[src/rtl/nibble_serial_adder_pkg.sv]
// Shared definitions for the nibble-serial adder.
//   NIBBLE_W : width of one add slice (the fa4 operand width)
//   state_e  : controller state encoding
package nibble_serial_adder_pkg;

    localparam int unsigned NIBBLE_W = 4;

    typedef enum logic [1:0] {
        ST_IDLE = 2'd0,
        ST_ADD  = 2'd1,
        ST_DONE = 2'd2
    } state_e;

endpackage : nibble_serial_adder_pkg

[src/rtl/nibble_serial_adder_fa4.sv]
// fa4: 4-bit combinational full-adder slice.
//   A, B : 4-bit addends
//   Cin  : carry in
//   Sum  : 4-bit sum
//   Cout : carry out
module fa4 (
    input  logic [3:0] A,
    input  logic [3:0] B,
    input  logic       Cin,
    output logic [3:0] Sum,
    output logic       Cout
);

    assign {Cout, Sum} = {1'b0, A} + {1'b0, B} + {4'b0000, Cin};

endmodule : fa4

[src/rtl/nibble_serial_adder.sv]
// nibble_serial_adder: WIDTH-bit adder built from one fa4 slice, processing one nibble per
// clock, LSB nibble first, with the carry registered between cycles.
//   clk, rst_n          : clock, asynchronous active-low reset
//   in_valid/in_ready   : operand handshake (A_in, B_in, Cin_in)
//   out_valid/out_ready : result handshake (Sum_out, Cout_out)
//   busy                : high while nibbles are being added
// All outputs come from registers or from the state register alone.
module nibble_serial_adder
    import nibble_serial_adder_pkg::*;
#(
    parameter int unsigned WIDTH = 16
) (
    input  logic             clk,
    input  logic             rst_n,
    input  logic             in_valid,
    output logic             in_ready,
    input  logic [WIDTH-1:0] A_in,
    input  logic [WIDTH-1:0] B_in,
    input  logic             Cin_in,
    output logic             out_valid,
    input  logic             out_ready,
    output logic [WIDTH-1:0] Sum_out,
    output logic             Cout_out,
    output logic             busy
);

    localparam int unsigned NIB   = WIDTH / NIBBLE_W;
    localparam int unsigned CNT_W = (NIB > 1) ? $clog2(NIB) : 1;

    if ((WIDTH % NIBBLE_W) != 0 || WIDTH < NIBBLE_W) begin : g_width_check
        $error("nibble_serial_adder: WIDTH must be a multiple of 4 and at least 4");
    end

    state_e             state_q, state_d;
    logic [CNT_W-1:0]   cnt_q, cnt_d;
    logic               carry_q, carry_d;
    logic [WIDTH-1:0]   a_q, a_d;
    logic [WIDTH-1:0]   b_q, b_d;
    logic [WIDTH-1:0]   result_q, result_d;

    logic [NIBBLE_W-1:0] fa_sum;
    logic                fa_cout;
    logic [WIDTH-1:0]    result_shifted;

    fa4 u_fa4 (
        .A    (a_q[NIBBLE_W-1:0]),
        .B    (b_q[NIBBLE_W-1:0]),
        .Cin  (carry_q),
        .Sum  (fa_sum),
        .Cout (fa_cout)
    );

    // New sum nibble enters at the top so that after NIB shifts the first nibble sits at the LSB.
    always_comb begin
        result_shifted = result_q >> NIBBLE_W;
        result_shifted[WIDTH-1 -: NIBBLE_W] = fa_sum;
    end

    always_comb begin
        state_d  = state_q;
        cnt_d    = cnt_q;
        carry_d  = carry_q;
        a_d      = a_q;
        b_d      = b_q;
        result_d = result_q;

        unique case (state_q)
            ST_IDLE: begin
                if (in_valid) begin
                    a_d     = A_in;
                    b_d     = B_in;
                    carry_d = Cin_in;
                    cnt_d   = '0;
                    state_d = ST_ADD;
                end
            end
            ST_ADD: begin
                carry_d  = fa_cout;
                result_d = result_shifted;
                a_d      = a_q >> NIBBLE_W;
                b_d      = b_q >> NIBBLE_W;
                cnt_d    = cnt_q + 1'b1;
                if (cnt_q == CNT_W'(NIB - 1)) begin
                    state_d = ST_DONE;
                end
            end
            ST_DONE: begin
                if (out_ready) begin
                    state_d = ST_IDLE;
                end
            end
            default: begin
                state_d = ST_IDLE;
            end
        endcase
    end

    always_ff @(posedge clk or negedge rst_n) begin
        if (!rst_n) begin
            state_q  <= ST_IDLE;
            cnt_q    <= '0;
            carry_q  <= 1'b0;
            a_q      <= '0;
            b_q      <= '0;
            result_q <= '0;
        end else begin
            state_q  <= state_d;
            cnt_q    <= cnt_d;
            carry_q  <= carry_d;
            a_q      <= a_d;
            b_q      <= b_d;
            result_q <= result_d;
        end
    end

    assign in_ready  = (state_q == ST_IDLE);
    assign busy      = (state_q == ST_ADD);
    assign out_valid = (state_q == ST_DONE);
    assign Sum_out   = result_q;
    assign Cout_out  = carry_q;

endmodule : nibble_serial_adder

[config.mk]
export PLATFORM = sky130hd
export DESIGN_NAME = nibble_serial_adder
export DESIGN_NICKNAME = d
export VERILOG_FILES = /design/src/rtl/nibble_serial_adder_pkg.sv /design/src/rtl/nibble_serial_adder_fa4.sv /design/src/rtl/nibble_serial_adder.sv
export SDC_FILE = /design/constraint.sdc
export NUM_CORES = 1
export LEC_CHECK = 0
export ABC_AREA = 1
export CAP_MARGIN = 20
export CORE_UTILIZATION = 50
export DETAILED_ROUTE_END_ITERATION = 7
export DONT_BUFFER_PORTS = 1
export PLACE_DENSITY = 0.62
export SYNTH_ARGS = -nofsm -noshare
export SYNTH_HDL_FRONTEND = slang
export SYNTH_SLANG_ARGS = --single-unit
[constraint.sdc]
create_clock -name clk -period 2 [get_ports clk]
set_input_delay 0.4 -clock clk [delete_from_list [all_inputs] [get_ports clk]]
set_output_delay 0.4 -clock clk [all_outputs]
set_load 0.01 [all_outputs]
[After elaboration in Yosys (flattened, before gate mapping)]
Index checks and enable logic that the tools add are counted.
Operators by class
  $add $sub $neg: 3
  multipliers: 0
  div/mod/pow operators: 0
  order comparisons: 0
  eq/ne operators: 6
  shift operators: 0
  mux-type cells: 12
  bitwise gates (word level): 0
  reduce and logical (&&, ||, !) cells: 4
Operators with widths (count)
  16-bit case mux with 2 select lines: 2
  16-bit two-way mux: 2
  2-bit two-way mux: 4
  2-bit case mux with 3 select lines: 1
  4-bit by 4-bit adder with 5-bit output: 1
  5-bit by 1-bit adder with 5-bit output: 1
  2-bit equality test (second input constant): 2
  2-bit by 1-bit inequality test with 1-bit output (second input constant): 2
  2-bit case mux with 2 select lines: 1
  3-bit AND reduction: 1
  2-bit by 1-bit adder with 2-bit output (second input constant): 1
  2-bit by 1-bit equality test with 1-bit output (second input constant): 1
  2-bit logical NOT: 1
  2-bit inequality test (second input constant): 1
  1-bit case mux with 2 select lines: 1
  2-bit AND reduction: 1
  2-bit nonzero test: 1
  1-bit two-way mux: 1
Storage, ports and cells
  bits in registers: 53
  latch bits: 0
  bits in writable memories: 0
  memory bits (read-only): 0
  bits of input ports: 37
  output and inout bits: 20
  word-level logic and storage cells: 31
  memories kept: 0

[Logic depth before layout (Yosys ltp)]
Gate-level depths: netlist of the first run.
  depth after elaboration: 3
  mapped depth: 8
  depth with buffers taken out: 8

[Hierarchy]
Synthesis of the first run repeated with hierarchy kept, for this count alone.
Second synthesis, totals
  cell total of the unflattened synthesis: 346
  area total of the unflattened synthesis: 2620.0 um^2
Modules (own cells, without submodules)
  nibble_serial_adder: times used 1, cells an instance 321, area an instance 2454.9 um^2, seq. area each 1326.3 um^2
  fa4: times used 1, cells an instance 25, area an instance 165.2 um^2, seq. area each 0.0 um^2

[Worst setup path before layout of the first run]
Ideal clock, no wire load.
  path type: register to register
  start: register carry_q (netlist: Cout_out)
  end: register carry_q (netlist: Cout_out)
  library setup time: 0.116 ns
  arrival: 1.639 ns
  data required time: 1.884 ns
  setup slack: 0.244 ns
  cell stages (with the launch flop): 9
  buffers on the path: 0
  period minus slack after synthesis: 1.756 ns
  path through: dfrtp_1 fa_1 fa_1 nand2_1 inv_1 o21ai_0 nand2_1 nand2_1 nand2_1
Between the ends
  cells in the longest elaborated chain, start to end: 2
Ends and longest elaborated chain
  start, declared: line nibble_serial_adder.sv:36  | logic carry_q, carry_d;
  start signal, assigned: line nibble_serial_adder.sv:109  | carry_q <= carry_d;
  5-bit by 1-bit adder with 5-bit output: line nibble_serial_adder_fa4.sv:14  | assign {Cout, Sum} = {1'b0, A} + {1'b0, B} + {4'b0000, Cin};
  1-bit case mux with 2 select lines: line nibble_serial_adder.sv:67  | unique case (state_q)
Every way passes these cells.
A chain may end at the register's enable or synchronous reset.

[Worst setup path in the final report of the first run]
Same ends and word-level chain as after synthesis.

==> results of run 1 <==
[cell type report]
| cell class | count | area, sq um |
|---|---|---|
| Tap cell | 52 | 65.06 |
| Timing Repair Buffer | 7 | 75.07 |
| Fill cell | 441 | 1959 |
| Multi-Input combinational cell | 169 | 860.8 |
| Sequential cell | 53 | 1326 |
| Clock inverter | 3 | 17.52 |
| Clock buffer | 5 | 68.82 |
| Inverter | 35 | 131.4 |
[layout by cell type (no fill, tap or decap)]
cell type / synthesis / final
ha_1: 4 / 4
clkinvlp_4: 0 / 1
clkinv_1: 1 / 1
buf_4: 2 / 5
dfrtp_1: 53 / 53
o22ai_1: 10 / 10
nand2_2: 1 / 1
inv_1: 32 / 32
dlygate4sd3_1: 0 / 1
nand2_1: 55 / 55
clkinv_2: 0 / 2
fa_1: 2 / 2
buf_16: 0 / 1
clkbuf_8: 0 / 5
inv_2: 2 / 2
o31ai_1: 1 / 1
nand2_4: 1 / 1
a21oi_1: 2 / 2
o22ai_2: 5 / 5
o21ai_0: 39 / 39
o21ai_1: 15 / 15
nor2_1: 29 / 29
nand3_1: 5 / 5
[stage by stage]
step           worst slack [ns]  std cells
2_1_floorplan            0.2443        271
3_3_place_gp             0.1932        314
3_5_place_dp             0.1675        314
4_1_cts                  0.1509        324
5_1_grt                 0.03386        324
6_report                 0.1422        324
[state kept, by name (all words and copies together), names as in the netlist]
| name | cells |
|---|---|
| Sum_out | 16 |
| a_q | 16 |
| cnt_q | 2 |
| Cout_out | 1 |
| b_q | 16 |
| state_q | 2 |
[routing by layer]
metal / part of all wire (%) / global-route usage, %
met3: 5.5 / 5.345
met4: 1.1 / 6.000
met2: 47 / 34.81
met1: 46 / 26.29
met5: 0 / 0
[kinds of logic (layout without fill, tap and decap cells)]
family	after synthesis	after routing	share of synthesized area, %
AO/OA/AOI/OAI	72	72	17.14
flip-flops	53	53	55.06
AND/OR/NAND/NOR	91	91	14.86
adder cells (fa/ha/maj)	6	6	3.740
buffers and inverters	49	50	9.194
[power breakdown]
part / total [mW] / internal, mW / switching, mW
combinational: 1.98 / 0.732 / 1.25
sequential: 2.00 / 1.59 / 0.405
clock: 0.594 / 0.242 / 0.352
total: 4.57 / 2.57 / 2.00
[critical path, delay by kind of cell, from the launching register on]
family                     cells  cell delay, ns
and+or+nand+nor                4            0.24
AOI/OAI and AO/OA              1            0.14
adders and majority gates      2            0.87
buffers and inverters          1            0.05
DFF                            1            0.46
[what timing repair did]
item | CTS | global route
endpoints found under the hold margin | 53 | 0
hold buffers | 2 | 0
resized for setup | 0 | 0
endpoints found under the setup margin | 0 | 0
[worst paths after layout]
check / start / end / slack [ns] / cells after the start
worst min-delay path: out_ready / state_q[1] / 0.17 / 1
worst max register to register: Cout_out / Cout_out / 0.14 / 8
worst min register to register: cnt_q[0] / cnt_q[0] / 0.48 / 1
min in group asynchronous: rst_n / Sum_out[13] / 0.61 / 2
max in group asynchronous: rst_n / b_q[7] / 1.17 / 2
worst max-delay path: Cout_out / Cout_out / 0.14 / 8
==> flow_summary.json, run 1 <==
{
  "all_layer_global_routing_usage_pct": 20.61,
  "global_route.overflow_total": 0,
  "clk_pin_slew_worst_paths_ns": 0.10,
  "finish.utilization_pct": 56.50,
  "async_reset_ff_share_pct": 100.0,
  "holdWs_ns": 0.1712,
  "fin_tns_setup_ns": 0,
  "clock_path_buffers": 2,
  "cts_tree": "done",
  "layout-drive-gt1-share_pct": 8.456,
  "area_after_dpl_sq_um": 2421,
  "core-area_sq_um": 4504,
  "critical-path-top-cell-by-count": "nand2_1",
  "num_io_pins": 57,
  "largest_fanout_on_the_critical_path": 3,
  "cts-buffers-inserted": 5,
  "postSynthNetCount": 314,
  "ys_types": 22,
  "power_per_cell_area_nw_per_um2": 1795,
  "hold_path.class": "input port to register",
  "most_frequently_used_cell_type_in_the_post_synthesis_netlist": "nand2_1",
  "mappedNetlistArea_sq_um": 2409,
  "peakVddDrop_uv": 596.0,
  "routabilityCongestion": 0.7698,
  "failed_checks": "DRC",
  "timing.slew.headroom_pct": 77.10,
  "grt_setup_unrepaired": "no",
  "initial_utilization_pct": 53.47,
  "totalWireLength_mm": 4.595,
  "synthToLayoutAreaGrowth_pct": 5.662,
  "post_cts.repair.setup_buffers": 0,
  "dieHeight_um": 71.41,
  "synth_largest_type_area_fraction_pct": 55.06,
  "timing.critical_path.slowest_cell_delay_ns": 0.48,
  "yosysWarnings": 0,
  "place.detailed.hpwl_mm": 3.199,
  "clk_skew_ns": 0.008159,
  "timing.final.crit_period_ns": 1.858,
  "post_synth_most_frequent_cells": "55 x nand2_1, 53 x dfrtp_1, 39 x o21ai_0",
  "finalNetCount": 314,
  "worst-endpoint-required_ns": 2.21,
  "report.final.slew_viol_count": 0,
  "detail_route.vias_per_cell": 5.281,
  "synth_sequential_area_ratio_pct": 55.06,
  "grt_antenna_before_repair": 0,
  "clk_latency_ns": 0.31,
  "avgSynthCellArea_sq_um": 8.888,
  "share_of_the_clock_period_used_by_the_worst_path_after_layout_pct": 92.89,
  "critPathSlowestCell": "fa_1",
  "die_w_um": 71.41,
  "synth.ff_latch_count": 53,
  "die_area_sq_um": 5099,
  "critPathCaptureType": "register",
  "grt_max_degree": 54,
  "rows": 24,
  "arrival_ns": 2.07,
  "final-setup-viol-count": 0,
  "final-hold-violation-count": 0,
  "max_cap_viol_count": 0,
  "crit_path_cell_trace": "fa_1, fa_1, nand2_1, inv_1, o21ai_0, nand2_1, nand2_1, nand2_1",
  "fin_area_sq_um": 2545,
  "synth-edff-count": 0,
  "detailroute.via_count": 1711,
  "via_count_of_the_first_global_routing_pass": 1752,
  "numClockSinks": 53,
  "fmax_ghz": 0.5383,
  "ys_dominant_reg_cell": "dfrtp_1",
  "report.power.total_mw": 4.569,
  "initialDrtViolationCount": 119,
  "synth_area_leader": "dfrtp_1",
  "netlist_instances": 271,
  "synth_top_cells_by_area": "dfrtp_1 55%, nand2_1 8.6%, o21ai_0 8.1%",
  "worst-setup-path-type": "register to register",
  "setup.worst_path.start_class": "register",
  "cellLeakagePower_nw": 1.216,
  "diodes": 0,
  "status": "finished, violations left",
  "grt_pass1_wl_mm": 8.066,
  "port_buffers": 0,
  "route.detailed.drc": 6,
  "tightest_slew_ns": 0.3430,
  "detail_route.first_pass.iterations": 7,
  "drtAntennaViolNets": 0,
  "cts_htree_levels": 2,
  "ctsRootBufferMaster": "clkbuf_8",
  "wire_per_inst_um": 14.18
}
Note: power is estimated with default switching activity, not from simulation.
==> run 2: changes to the inputs <==
--- a/config.mk
+++ b/config.mk
@@ -7,10 +7,13 @@
 export LEC_CHECK = 0
 export ABC_AREA = 1
 export CAP_MARGIN = 20
+export CORE_ASPECT_RATIO = 2
 export CORE_UTILIZATION = 50
 export DETAILED_ROUTE_END_ITERATION = 7
 export DONT_BUFFER_PORTS = 1
+export GPL_TIMING_DRIVEN = 0
 export PLACE_DENSITY = 0.62
 export SYNTH_ARGS = -nofsm -noshare
 export SYNTH_HDL_FRONTEND = slang
+export SYNTH_HIERARCHICAL = 1
 export SYNTH_SLANG_ARGS = --single-unit
==> run 2 against run 1 <==
Against the previous run:
- the flow now finishes without violations
- flip-flop and latch count is the same
- maximum frequency up 7.1%
- synthesized cell count increased by 28%
- critical path type is now register to primary output
- highest routed layer unchanged
==> flow_summary.json, run 2 <==
{
  "via_count_of_the_first_global_routing_pass": 2158,
  "mostFrequentLayoutCells": "114 x nand2_1, 66 x inv_1, 54 x nand3_1",
  "timing.slew.headroom_pct": 63.15,
  "clk_pin_slew_worst_paths_ns": 0.09,
  "final_cell_count_no_fill": 414,
  "route.detailed.drc": 0,
  "tightest_slew_ns": 0.5527,
  "routabilityCongestion": 0.8037,
  "final-hold-violation-count": 0,
  "hold_path.startpoint": "out_ready",
  "cts_htree_levels": 2,
  "synth_top_cells_by_area": "dfrtp_1 51%, nand2_1 16%, nand3_1 10%",
  "fmax_ghz": 0.5767,
  "worst-setup-path-type": "register to primary output",
  "initial_utilization_pct": 51.45,
  "detail_route.first_pass.iterations": 4,
  "final-setup-viol-count": 0,
  "critPathSlowestCell": "clkbuf_1",
  "global_route.overflow_total": 0,
  "diodes": 0,
  "critPathCaptureType": "primary output",
  "initialDrtViolationCount": 51,
  "fin_tns_setup_ns": 0,
  "layout-drive-gt1-share_pct": 4.494,
  "numClockSinks": 53,
  "rows": 37,
  "place.detailed.hpwl_mm": 4.290,
  "async_reset_ff_share_pct": 100.0,
  "grt_pass1_wl_mm": 9.873,
  "timing.final.crit_period_ns": 1.734,
  "setup.worst_path.start_class": "register",
  "report.final.slew_viol_count": 0,
  "r2r-end": "Cout_out",
  "post_synth_most_frequent_cells": "114 x nand2_1, 66 x inv_1, 54 x nand3_1",
  "postSynthNetCount": 389,
  "max_cap_viol_count": 0,
  "clock_path_buffers": 2,
  "port_buffers": 0,
  "netlist_instances": 346,
  "grt_setup_unrepaired": "no",
  "status": "finished clean",
  "ys_types": 16,
  "grt_antenna_before_repair": 0,
  "ys_dominant_reg_cell": "dfrtp_1",
  "dieHeight_um": 104.4,
  "hold_path.class": "input port to register",
  "number_of_stages_on_the_worst_hold_path": 1,
  "synth_sequential_area_ratio_pct": 50.62,
  "core-area_sq_um": 5092,
  "peakVddDrop_uv": 1037,
  "synth-edff-count": 0,
  "numPlacedInstances": 404,
  "finalNetCount": 398,
  "die_area_sq_um": 5551,
  "detailroute.via_count": 2116,
  "mappedNetlistArea_sq_um": 2620,
  "clk_latency_ns": 0.31,
  "largest_fanout_on_the_critical_path": 10,
  "cts-buffers-inserted": 5,
  "timing.critical_path.slowest_cell_delay_ns": 0.45,
  "synth_area_leader": "dfrtp_1",
  "worst-endpoint-required_ns": 1.60,
  "clk_skew_ns": 0.008244,
  "detail_route.vias_per_cell": 5.111,
  "crit_path_cell_trace": "inv_1, nor2_1, clkbuf_1",
  "setup.reg_to_reg.worst_slack_ns": 0.33,
  "share_of_the_clock_period_used_by_the_worst_path_after_layout_pct": 86.70,
  "layout_commonest_cell": "nand2_1",
  "synthToLayoutAreaGrowth_pct": 7.259,
  "die_w_um": 53.19,
  "all_layer_global_routing_usage_pct": 24.51,
  "synth.ff_latch_count": 53,
  "totalWireLength_mm": 5.833,
  "post_cts_resize_count": 0,
  "avgSynthCellArea_sq_um": 7.572,
  "cellLeakagePower_nw": 1.575,
  "reg2reg_from": "Cout_out",
  "cts_tree": "done",
  "wire_per_inst_um": 14.09,
  "worstRegToRegCells": 8,
  "ctsRootBufferMaster": "clkbuf_8",
  "worst_hold_path.endpoint": "state_q[1]",
  "most_frequently_used_cell_type_in_the_post_synthesis_netlist": "nand2_1",
  "drtAntennaViolNets": 0,
  "grt_max_degree": 54,
  "num_io_pins": 57,
  "yosysWarnings": 6,
  "synth_largest_type_area_fraction_pct": 50.62,
  "arrival_ns": 1.33,
  "power_per_cell_area_nw_per_um2": 1752
}
==> run 2: cell count changes in the layout (fill, tap and decap cells not counted), sizes merged, moves of 3 or more <==
cell and delta:
buf +6, clkbuf +10, clkinv -3, inv +32
nand2 +57, nand3 +49, nor2 -23, o21ai -31
o22ai -14
==> run 2: per-stage QoR <==
step	util (%)	hold WS, ns	area (sq um)	worst slack, ns	power, mW
after global placement	52.87	0.1057	2693	0.3298	4.289
after global routing	55.18	0.1529	2810	0.1149	5.472
after floorplan	-	0.1044	2620	0.4623	3.721
final	55.18	0.1672	2810	0.2660	4.923
after detailed placement	52.87	0.1055	2693	0.3379	4.358
after CTS	55.18	0.1579	2810	0.2409	4.992
==> run 2: timing repair <==
item | 4_1_cts | 5_1_grt
setup endpoints to repair | 0 | 0
buffers inserted | 0 | 0
endpoints found under the hold margin | 53 | 0
hold buffers | 2 | 0
==> run 2: worst max path at each step <==
stage                  endpoint       start  slack [ns]
floorplan           Sum_out[13]      a_q[0]        0.46
global placement       Cout_out    Cout_out        0.33
detailed placement     Cout_out    Cout_out        0.34
CTS                        busy  state_q[0]        0.24
global route               busy  state_q[0]        0.11
finish                     busy  state_q[0]        0.27
==> run 2: area by class of cell <==
class	instances	area, sq um
fill	523	2282
buffer	18	82.58
multi-input combinational	209	963.4
timing repair buffer	2	37.54
tap	58	72.57
clock buffer	8	80.08
inverter	66	247.7
sequential	53	1326
==> run 2: cell families after synthesis <==
kind of cell	count (synthesis)	share of synthesized area, %
adder cells (fa/ha/maj)	6	3.439
AND/OR/NAND/NOR	174	27.51
XOR/XNOR	1	0.3343
buffers and inverters	84	12.61
flip-flops	53	50.62
AO/OA/AOI/OAI	28	5.492
==> run 2: per-layer routing <==
layer  GRT usage (%)  up-vias  share of wire, %
met5               0        -                 0
met4           9.211        0               2.3
met3           5.556       10               3.7
met2           43.04       46                55
met1           27.21      994                39
li1                -     1066                 -
==> run 2: report_power, final <==
group          total [mW]  switching [mW]  internal (mW)  leakage [nW]
Clock               0.586           0.336          0.250        0.0395
Combinational        2.37            1.54          0.827         0.875
Sequential           1.97           0.384           1.58         0.661
==> run 2: worst max-delay path, delay by kind of cell (launching register included) <==
family | cells | cell delay [ns]
flops | 1 | 0.41
simple gates | 1 | 0.11
buf+inv | 2 | 0.50
==> run 3: changes to the inputs <==
==> constraint.sdc (replaced) <==
create_clock -name clk -period 2.1 [get_ports clk]
set_input_delay 0.42 -clock clk [delete_from_list [all_inputs] [get_ports clk]]
set_output_delay 0.42 -clock clk [all_outputs]
set_load 0.01 [all_outputs]
==> results of run 3 <==
Same layout as run 2 (identical final DEF). Status: finished clean.
Main changes from that run: setup slack after placement 0.3379 ns -> 0.4379 ns; setup slack after layout 0.2660 ns -> 0.3460 ns; hold slack 0.1672 ns -> 0.1872 ns; register-to-register setup slack 0.33 ns -> 0.43 ns; total power 4.923 mW -> 4.689 mW; worst IR drop on VDD 1037 uV -> 987.9 uV
